$ cat config.mk
export PLATFORM = sky130hd
export DESIGN_NAME = mult_seq_ctrl_flat
export DESIGN_NICKNAME = d
export VERILOG_FILES = /design/src/rtl/mult_seq_ctrl_if.sv /design/src/rtl/mult_seq_ctrl.sv /design/src/flat_wrapper.sv
export SDC_FILE = /design/constraint.sdc
export NUM_CORES = 1
export LEC_CHECK = 0
export CAP_MARGIN = 20
export CORE_MARGIN = 1
export CORE_UTILIZATION = 48
export CTS_CLUSTER_DIAMETER = 150
export DETAILED_ROUTE_END_ITERATION = 16
export PLACE_DENSITY = 0.79
export SYNTH_ARGS = -nofsm -noshare
export SYNTH_HDL_FRONTEND = slang
export SYNTH_SLANG_ARGS = --single-unit
$ cat constraint.sdc
create_clock -name sys_clk -period 2.5 [get_ports sys_clk]
set_clock_uncertainty 0.05 [all_clocks]
set_input_delay 0.5 -clock sys_clk [delete_from_list [all_inputs] [get_ports sys_clk]]
set_output_delay 0.5 -clock sys_clk [all_outputs]
set_load 0.1 [all_outputs]
$ cat src/rtl/mult_seq_ctrl_if.sv
// -----------------------------------------------------------------------------
// mult_seq_ctrl_if
//
// Purpose : Bundles the handshake and datapath strobe signals that run between
//           the shift-add multiplier sequencer and its surroundings (pin
//           wrapper + datapath).
//
// Signals :
//   start   wrapper -> ctrl   begin a multiply (only looked at in IDLE)
//   flag    datapath -> ctrl  current multiplier LSB from the shift register
//   busy    ctrl -> wrapper   high in every state except IDLE
//   done    ctrl -> wrapper   one-cycle completion pulse
//   enA     ctrl -> datapath  load operand register A
//   enB     ctrl -> datapath  load operand register B
//   enDPO   ctrl -> datapath  load product output register
//   ABsel   ctrl -> datapath  SR parallel-load source (0=A, 1=B)
//   sr_c1/0 ctrl -> datapath  SR mode (00 hold, 01 shr, 10 load, 11 clear)
//   enSR    ctrl -> datapath  SR enable
//   SRsel   ctrl -> datapath  SR shift-in source (0=zero, 1=ACC LSB)
//   alu_c2..0 ctrl -> datapath ALU op (000 pass, 001 ACC+B, 010 {c,ACC}>>1)
//   enACC   ctrl -> datapath  accumulator load
//   clrACC  ctrl -> datapath  accumulator clear
//
// Modports:
//   master : the sequencer (drives busy/done/strobes, receives start/flag)
//   slave  : wrapper/datapath side (drives start/flag, receives the rest)
// -----------------------------------------------------------------------------
interface mult_seq_ctrl_if;
  logic start;
  logic flag;
  logic busy;
  logic done;
  logic enA;
  logic enB;
  logic enDPO;
  logic ABsel;
  logic sr_c1;
  logic sr_c0;
  logic enSR;
  logic SRsel;
  logic alu_c0;
  logic alu_c1;
  logic alu_c2;
  logic enACC;
  logic clrACC;

  modport master (
    input  start,
    input  flag,
    output busy,
    output done,
    output enA,
    output enB,
    output enDPO,
    output ABsel,
    output sr_c1,
    output sr_c0,
    output enSR,
    output SRsel,
    output alu_c0,
    output alu_c1,
    output alu_c2,
    output enACC,
    output clrACC
  );

  modport slave (
    output start,
    output flag,
    input  busy,
    input  done,
    input  enA,
    input  enB,
    input  enDPO,
    input  ABsel,
    input  sr_c1,
    input  sr_c0,
    input  enSR,
    input  SRsel,
    input  alu_c0,
    input  alu_c1,
    input  alu_c2,
    input  enACC,
    input  clrACC
  );
endinterface

$ cat src/rtl/mult_seq_ctrl.sv
// -----------------------------------------------------------------------------
// mult_seq_ctrl
//
// Purpose : Moore FSM sequencer for a shift-add multiplier datapath. It
//           accepts a start request, loads the operands, clears the
//           accumulator, then for each of the WIDTH multiplier bits tests the
//           LSB (flag), optionally adds B into the accumulator, and shifts
//           {ACC,SR} right by one. After the last shift it loads the product
//           output register and pulses done.
//
// Ports   :
//   sys_clk  in   system clock, rising edge
//   sys_rst  in   synchronous active-high reset (returns to IDLE, cnt=0)
//   bus      mult_seq_ctrl_if.master
//              in : start, flag
//              out: busy, done and the 13 datapath strobes
//
// Parameters:
//   WIDTH  operand width, 2..16; sets the number of bit iterations
//   CNT_W  iteration counter width, derived from WIDTH
//
// Build option:
//   MULT_CONST_LAT_EN  when defined, every bit goes through ADD regardless
//                      of flag (the add is suppressed for zero bits), giving
//                      a data-independent latency of 2 + 3*WIDTH cycles.
//                      When undefined, zero bits skip ADD and latency is
//                      2 + 2*WIDTH + popcount(A).
//
// All outputs come straight from flops: the output word is decoded from the
// next state and registered on the same edge as the state itself, so each
// output is a pure function of the current state with no combinational path
// from start/flag.
// -----------------------------------------------------------------------------
module mult_seq_ctrl #(
  parameter  int WIDTH = 4,
  localparam int CNT_W = $clog2(WIDTH)
) (
  input  logic            sys_clk,
  input  logic            sys_rst,
  mult_seq_ctrl_if.master bus
);

  // Elaboration guard on the legal operand width range.
  generate
    if (WIDTH < 2 || WIDTH > 16) begin : g_bad_width
      $error("mult_seq_ctrl: WIDTH must be in 2..16");
    end
  endgenerate

  typedef enum logic [2:0] {
    S_IDLE  = 3'd0,
    S_LOAD  = 3'd1,
    S_INIT  = 3'd2,
    S_TEST  = 3'd3,
    S_ADD   = 3'd4,
    S_SHIFT = 3'd5,
    S_DONE  = 3'd6
  } state_t;

  // Full registered output word; field order is irrelevant to the datapath.
  typedef struct packed {
    logic busy;
    logic done;
    logic enA;
    logic enB;
    logic enDPO;
    logic ABsel;
    logic sr_c1;
    logic sr_c0;
    logic enSR;
    logic SRsel;
    logic alu_c2;
    logic alu_c1;
    logic alu_c0;
    logic enACC;
    logic clrACC;
  } strobe_t;

  localparam logic [CNT_W-1:0] LAST_CNT = CNT_W'(WIDTH - 1);

  state_t          r_state;
  logic [CNT_W-1:0] r_cnt;
  strobe_t         r_out;

  state_t          w_next;
  strobe_t         w_out_next;
  logic            w_last;
  logic            w_add_en;

  // ---------------------------------------------------------------------------
  // Next-state rule. flag only matters when leaving TEST.
  // ---------------------------------------------------------------------------
  function automatic state_t next_state(input state_t s,
                                        input logic   start,
                                        input logic   flag,
                                        input logic   last);
    state_t n;
    n = s;
    case (s)
      S_IDLE:  n = start ? S_LOAD : S_IDLE;
      S_LOAD:  n = S_INIT;
      S_INIT:  n = S_TEST;
`ifdef MULT_CONST_LAT_EN
      // Every bit takes the same path so latency ignores the operand value.
      S_TEST:  n = S_ADD;
`else
      S_TEST:  n = flag ? S_ADD : S_SHIFT;
`endif
      S_ADD:   n = S_SHIFT;
      S_SHIFT: n = last ? S_DONE : S_TEST;
      S_DONE:  n = S_IDLE;
      default: n = S_IDLE;
    endcase
`ifdef MULT_CONST_LAT_EN
    // flag has no effect on the state sequence in this build.
    n = state_t'(n | (3'd0 & {3{flag}}));
`endif
    return n;
  endfunction

  // ---------------------------------------------------------------------------
  // Output decode for a given state. add_en qualifies the ADD strobes; it is
  // constant 1 when ADD is only ever entered for a set multiplier bit.
  // ---------------------------------------------------------------------------
  function automatic strobe_t decode(input state_t s, input logic add_en);
    strobe_t o;
    o = '0;
    case (s)
      S_IDLE: begin
      end
      S_LOAD: begin
        o.busy = 1'b1;
        o.enA  = 1'b1;
        o.enB  = 1'b1;
      end
      S_INIT: begin
        // Clear ACC and parallel-load the multiplier A into the SR.
        o.busy   = 1'b1;
        o.clrACC = 1'b1;
        o.enSR   = 1'b1;
        o.sr_c1  = 1'b1;
        o.sr_c0  = 1'b0;
        o.ABsel  = 1'b0;
      end
      S_TEST: begin
        o.busy = 1'b1;
      end
      S_ADD: begin
        // ACC + B when enabled; otherwise alu=000 with the load held off.
        o.busy   = 1'b1;
        o.alu_c0 = add_en;
        o.enACC  = add_en;
      end
      S_SHIFT: begin
        // {carry,ACC} shifts right while the SR shifts in ACC's old LSB.
        o.busy   = 1'b1;
        o.enSR   = 1'b1;
        o.sr_c1  = 1'b0;
        o.sr_c0  = 1'b1;
        o.SRsel  = 1'b1;
        o.alu_c1 = 1'b1;
        o.enACC  = 1'b1;
      end
      S_DONE: begin
        o.busy  = 1'b1;
        o.enDPO = 1'b1;
        o.done  = 1'b1;
      end
      default: begin
      end
    endcase
    return o;
  endfunction

  assign w_last = (r_cnt == LAST_CNT);

`ifdef MULT_CONST_LAT_EN
  // ADD is entered only from TEST, so flag here is the bit being tested.
  assign w_add_en = bus.flag;
`else
  assign w_add_en = 1'b1;
`endif

  assign w_next     = next_state(r_state, bus.start, bus.flag, w_last);
  assign w_out_next = decode(w_next, w_add_en);

  // ---------------------------------------------------------------------------
  // State, iteration counter and registered outputs.
  // ---------------------------------------------------------------------------
  always_ff @(posedge sys_clk) begin
    if (sys_rst) begin
      r_state <= S_IDLE;
      r_cnt   <= '0;
      r_out   <= '0;
    end else begin
      r_state <= w_next;
      r_out   <= w_out_next;
      if (r_state == S_INIT) begin
        r_cnt <= '0;
      end else if (r_state == S_SHIFT && !w_last) begin
        r_cnt <= r_cnt + CNT_W'(1);
      end
    end
  end

  assign bus.busy   = r_out.busy;
  assign bus.done   = r_out.done;
  assign bus.enA    = r_out.enA;
  assign bus.enB    = r_out.enB;
  assign bus.enDPO  = r_out.enDPO;
  assign bus.ABsel  = r_out.ABsel;
  assign bus.sr_c1  = r_out.sr_c1;
  assign bus.sr_c0  = r_out.sr_c0;
  assign bus.enSR   = r_out.enSR;
  assign bus.SRsel  = r_out.SRsel;
  assign bus.alu_c0 = r_out.alu_c0;
  assign bus.alu_c1 = r_out.alu_c1;
  assign bus.alu_c2 = r_out.alu_c2;
  assign bus.enACC  = r_out.enACC;
  assign bus.clrACC = r_out.clrACC;

endmodule

$ cat src/flat_wrapper.sv
// flat-port wrapper written by rule: the top's interface ports become plain ports
module mult_seq_ctrl_flat 
#(
  parameter  int WIDTH = 4,
  localparam int CNT_W = $clog2(WIDTH)
)
  (sys_clk, sys_rst, bus_start, bus_flag, bus_busy, bus_done, bus_enA, bus_enB, bus_enDPO, bus_ABsel, bus_sr_c1, bus_sr_c0, bus_enSR, bus_SRsel, bus_alu_c0, bus_alu_c1, bus_alu_c2, bus_enACC, bus_clrACC);
  mult_seq_ctrl_if bus_i ();
  input  logic sys_clk;
  input  logic sys_rst;
  input wire logic [$bits(bus_i.start)-1:0] bus_start;
  input wire logic [$bits(bus_i.flag)-1:0] bus_flag;
  output wire logic [$bits(bus_i.busy)-1:0] bus_busy;
  output wire logic [$bits(bus_i.done)-1:0] bus_done;
  output wire logic [$bits(bus_i.enA)-1:0] bus_enA;
  output wire logic [$bits(bus_i.enB)-1:0] bus_enB;
  output wire logic [$bits(bus_i.enDPO)-1:0] bus_enDPO;
  output wire logic [$bits(bus_i.ABsel)-1:0] bus_ABsel;
  output wire logic [$bits(bus_i.sr_c1)-1:0] bus_sr_c1;
  output wire logic [$bits(bus_i.sr_c0)-1:0] bus_sr_c0;
  output wire logic [$bits(bus_i.enSR)-1:0] bus_enSR;
  output wire logic [$bits(bus_i.SRsel)-1:0] bus_SRsel;
  output wire logic [$bits(bus_i.alu_c0)-1:0] bus_alu_c0;
  output wire logic [$bits(bus_i.alu_c1)-1:0] bus_alu_c1;
  output wire logic [$bits(bus_i.alu_c2)-1:0] bus_alu_c2;
  output wire logic [$bits(bus_i.enACC)-1:0] bus_enACC;
  output wire logic [$bits(bus_i.clrACC)-1:0] bus_clrACC;
  assign bus_i.start = bus_start;
  assign bus_i.flag = bus_flag;
  assign bus_busy = bus_i.busy;
  assign bus_done = bus_i.done;
  assign bus_enA = bus_i.enA;
  assign bus_enB = bus_i.enB;
  assign bus_enDPO = bus_i.enDPO;
  assign bus_ABsel = bus_i.ABsel;
  assign bus_sr_c1 = bus_i.sr_c1;
  assign bus_sr_c0 = bus_i.sr_c0;
  assign bus_enSR = bus_i.enSR;
  assign bus_SRsel = bus_i.SRsel;
  assign bus_alu_c0 = bus_i.alu_c0;
  assign bus_alu_c1 = bus_i.alu_c1;
  assign bus_alu_c2 = bus_i.alu_c2;
  assign bus_enACC = bus_i.enACC;
  assign bus_clrACC = bus_i.clrACC;
  mult_seq_ctrl #(.WIDTH(WIDTH)) u_core (.sys_clk(sys_clk), .sys_rst(sys_rst), .bus(bus_i));
endmodule
======== Word level (Yosys, flattened, before mapping) ========
Index checks and enable logic that the tools add are counted.
word-level totals
  register bits after elaboration ......... 16
  bits of input ports ..................... 4
  output and inout bits ................... 15
  logic and storage cells ................. 44
operators by class
  $add $sub $neg .......................... 1
  equal/unequal tests ..................... 12
  mux-type cells .......................... 12
  reductions and logical operators ........ 6
operator list
  kind                                           number
  one-hot mux 3 bit (6 select lines)             1
  == test 3 bit, second input constant           5
  == test 3 x 2 -> 1 bit, second input constant  4
  two-way mux 1 bit                              8
  == test 3 x 1 -> 1 bit, second input constant  2
  one-hot mux 3 bit (2 select lines)             1
  OR reduction 6 bit                             1
  OR reduction 2 bit                             2
  logical NOT 3 bit                              1
  two-way mux 3 bit                              1
  adder 2 x 1 -> 2 bit, second input constant    1
  == test 2 bit, second input constant           1
  two-way mux 2 bit                              1
  logical AND 1 bit                              1
  logical NOT 1 bit                              1

======== Longest topological paths before layout ========
  word-level depth ........................ 6
  depth in mapped cells ................... 6
  mapped depth without buffers ............ 6

======== Least setup slack after synthesis ========
Ideal clock, no wire load.
  path type ............................... register to output
  start ................................... reg u_core.bus.SRsel (netlist name)
  end ..................................... out bus_alu_c1
  data arrival time ....................... 1.356 ns
  data required time ...................... 1.950 ns
  path slack .............................. 0.594 ns
  stages on the path, launching flop included .. 2
  buffers on the path ..................... 1
  cell sequence ........................... dfxtp_1 -> buf_4
RTL lines
  element    RTL line            text
  to (decl)  flat_wrapper.sv:24  output wire logic [$bits(bus_i.alu_c1)-1:0] bus_alu_c1;

======== Worst setup path in the final report ========
  start ................................... reg u_core.r_state[2]
  end ..................................... reg u_core.r_out (netlist bit u_core.bus.busy)
on the way
  word-level cells in the longest chain between the ends .. 5
  elaborated cells on any way between the ends .. 15
  those cells by class .................... eq/ne: 11; mux: 2; reduce/logical: 2
ends and longest elaborated chain
  element                                         RTL line              text
  from (decl)                                     mult_seq_ctrl.sv:81   state_t r_state;
  from (signal assigned)                          mult_seq_ctrl.sv:196  r_state <= w_next;
  == test 3 bit (tied with other cells)           mult_seq_ctrl.sv:99   case (s)
  one-hot mux 3 bit (6 select lines) *            mult_seq_ctrl.sv:99
  via u_core.w_next[2]                            mult_seq_ctrl.sv:85   state_t w_next;
  == test 3 x 1 -> 1 bit (tied with other cells)  mult_seq_ctrl.sv:128  case (s)
  OR reduction 6 bit (no line) *                  n/a
  two-way mux 1 bit *                             mult_seq_ctrl.sv:128
  to (signal assigned)                            mult_seq_ctrl.sv:197  r_out <= w_out_next;
  to (decl)                                       mult_seq_ctrl.sv:83   strobe_t r_out;
Mark *: on every way through the listed nets, which the timed path passes. The rest lies on a longest branch.
A chain may end at the register's enable or synchronous reset.

==> out/qor.yml <==
maxSlewViolCount: 0
grt_max_degree: 17
grt_pass1_wl_um: 1700
cts_buffers: 3
clk_latency_ps: 270
post-route-period-util_pct: 71.7
die_y_um: 39.5
rsz0062_at_grt: "no"
final.setup.tns_ps: 0
critPathRequiredTime_ps: 2650
start_util_pct: 51.7
grt-ovfl-total: 0
end_kind: "flop"
slew_headroom_pct: 63.9
via_per_inst: 5.23
synth.distinct_cells: 30
report.final.hold_viol_count: 0
async_flop_share_pct: 0
drt_iter0_drc: 4
rows: 13
drc: 0
diodes: 0
ir_drop_uv: 318
setup_violations: 0
hp-class: "reg2reg"
worstSetupPathType: "reg2reg"
layout.cells.most_common: "dfxtp_1"
syn_area_per_cell_um2: 9.48
gp_congestion: 0.726
final_cell_count_no_fill: 97
most-common-layout-cells: "dfxtp_1, buf_4, nor2_1, nor3_1, a21oi_1"
cts.sinks: 14
syn-instance-count: 71
post_cts_resized: 0
yosysWarnings: 0
leakage_nw: 0.345
outcome: "complete, no violations"
arrival_ps: 1950
dp_hpwl_um: 754
firstDrtPassIters: 2
cp_max_fo: 16
drive_above_1_share_pct: 26.8
crit_chain: "and3b_2 > a31oi_2 > inv_1 > ha_1 > a21oi_1"
yosys_register_bits: 14
grt_pass1_vias: 400
slowest_stage: "dfxtp_1"
synth_ff_type: "dfxtp_1"
place_area_um2: 751
cts_hold_buf: 0
min_period_ps: 1790
nets: 89
critPathMaxStageDelay_ps: 670
syn_area_um2: 673
dp_cells: 93
tightest_slew_ps: 541
start_kind: "flop"
fmax_mhz: 558
path_clk_slew_ps: 80
post_cts_buffers: 0
cts_htree_levels: 1
io_pins: 19
powerDensity_nw_per_um2: 720
die_w_um: 39.5
vias: 507
cts_tree: "done"
yosysSeqAreaShare_pct: 41.6
synth_edf_count: 0
track_usage_pct: 17.4
drt-wirelength-per-cell_um: 11.0
antenna_found_initial: 0
fin_total_pwr_mw: 0.567
routed_wl_um: 1060
route.antenna.remaining_nets: 0
portBuffers: 16
die_area_um2: 1560
cts_root_buffer: "clkbuf_4"
cts_max_path_buffers: 2
drv_cap: 0
areaGrowthSynthToFinish_pct: 16.9
fp.coreArea_um2: 1300
timing.hold.ws_ps: 474
postLayoutCellArea_um2: 787
==> cell usage after synthesis, types with 2 or more instances <==
| cell | n | area [µm²] |
|---|---|---|
| dfxtp_1 | 14 | 280 |
| buf_4 | 7 | 52.6 |
| nor2_1 | 7 | 26.3 |
| a21oi_1 | 4 | 20.0 |
| nor3_1 | 4 | 20.0 |
| a211oi_1 | 3 | 22.5 |
| inv_1 | 3 | 11.3 |
| or2b_1 | 3 | 22.5 |
| a21o_1 | 2 | 15.0 |
| ha_1 | 2 | 25.0 |
| nand2_1 | 2 | 7.51 |
| o21a_1 | 2 | 15.0 |
==> cell type report <==
| type | instances | area [µm²] |
|---|---|---|
| clock buffer | 4 | 36.3 |
| fill | 123 | 514 |
| inverter | 3 | 11.3 |
| timing repair buffer | 16 | 128 |
| sequential | 14 | 280 |
| tap | 15 | 18.8 |
| multi-input combinational | 45 | 313 |
==> metal layers <==
metal / track usage (%) / wire (µm) / share of wire [%]
met5: 0 / 0 / 0
met1: 22.1 / 522 / 49
met4: 15.5 / 21 / 2.0
met2: 24.2 / 471 / 44
met3: 3.41 / 48 / 4.5
==> per-stage QoR <==
| step | utilization [%] | setup slack [ps] |
|---|---|---|
| after detailed placement | 57.7 | 725 |
| after floorplan | - | 594 |
| final | 60.5 | 708 |
| after global routing | 60.5 | 597 |
| after CTS | 60.5 | 727 |
| after global placement | 57.7 | 741 |
==> sequential cells by signal, indices dropped and copies added, names as in the netlist <==
name	cells
u_core.r_cnt	2
u_core.r_state	3
u_core.bus.enACC	1
u_core.bus.SRsel	1
u_core.bus.alu_c0	1
u_core.bus.enA	1
u_core.bus.sr_c1	1
u_core.bus.enSR	1
u_core.bus.busy	1
u_core.bus.sr_c0	1
u_core.bus.enDPO	1
==> cell families (layout without fill, tap and decap cells) <==
logic type                 Yosys count  in the layout  share of synthesized area, %
other                                1              2                         0.557
muxes                                1              1                          1.49
DFF                                 14             14                          41.6
AOI/OAI and AO/OA                   17             17                          18.8
buffers and inverters               13             23                          12.5
adders and majority gates            2              2                          3.72
xor gates and xnor gates             1              1                          1.30
and+or+nand+nor                     22             22                          20.1
==> worst max-delay path: cells and delay by family (launching register included) <==
kind | cells | cell delay [ps]
flip-flops | 1 | 670
AO/OA/AOI/OAI | 2 | 380
adder cells (fa/ha/maj) | 1 | 280
buffers and inverters | 1 | 80
AND/OR/NAND/NOR | 1 | 270
==> report_power, final <==
part	total [mW]	internal (mW)	switching, mW
registers	0.251	0.235	0.0163
logic	0.159	0.0389	0.120
clock network	0.157	0.0885	0.0682
total	0.567	0.362	0.204
==> worst paths after layout <==
kind | end | startpoint | slack (ps) | cells after the start
worst min-delay path | u_core.r_cnt[0]$_SDFFE_PP0P_ | u_core.r_cnt[0]$_SDFFE_PP0P_ | 470 | 1
worst max-delay path | u_core.bus.busy$_SDFF_PP0_ | u_core.r_state[2]$_SDFF_PP0_ | 710 | 5
worst max register to register | u_core.bus.busy$_SDFF_PP0_ | u_core.r_state[2]$_SDFF_PP0_ | 710 | 5
worst min register to register | u_core.r_cnt[0]$_SDFFE_PP0P_ | u_core.r_cnt[0]$_SDFFE_PP0P_ | 470 | 1
Note: power is estimated with default switching activity, not from simulation.
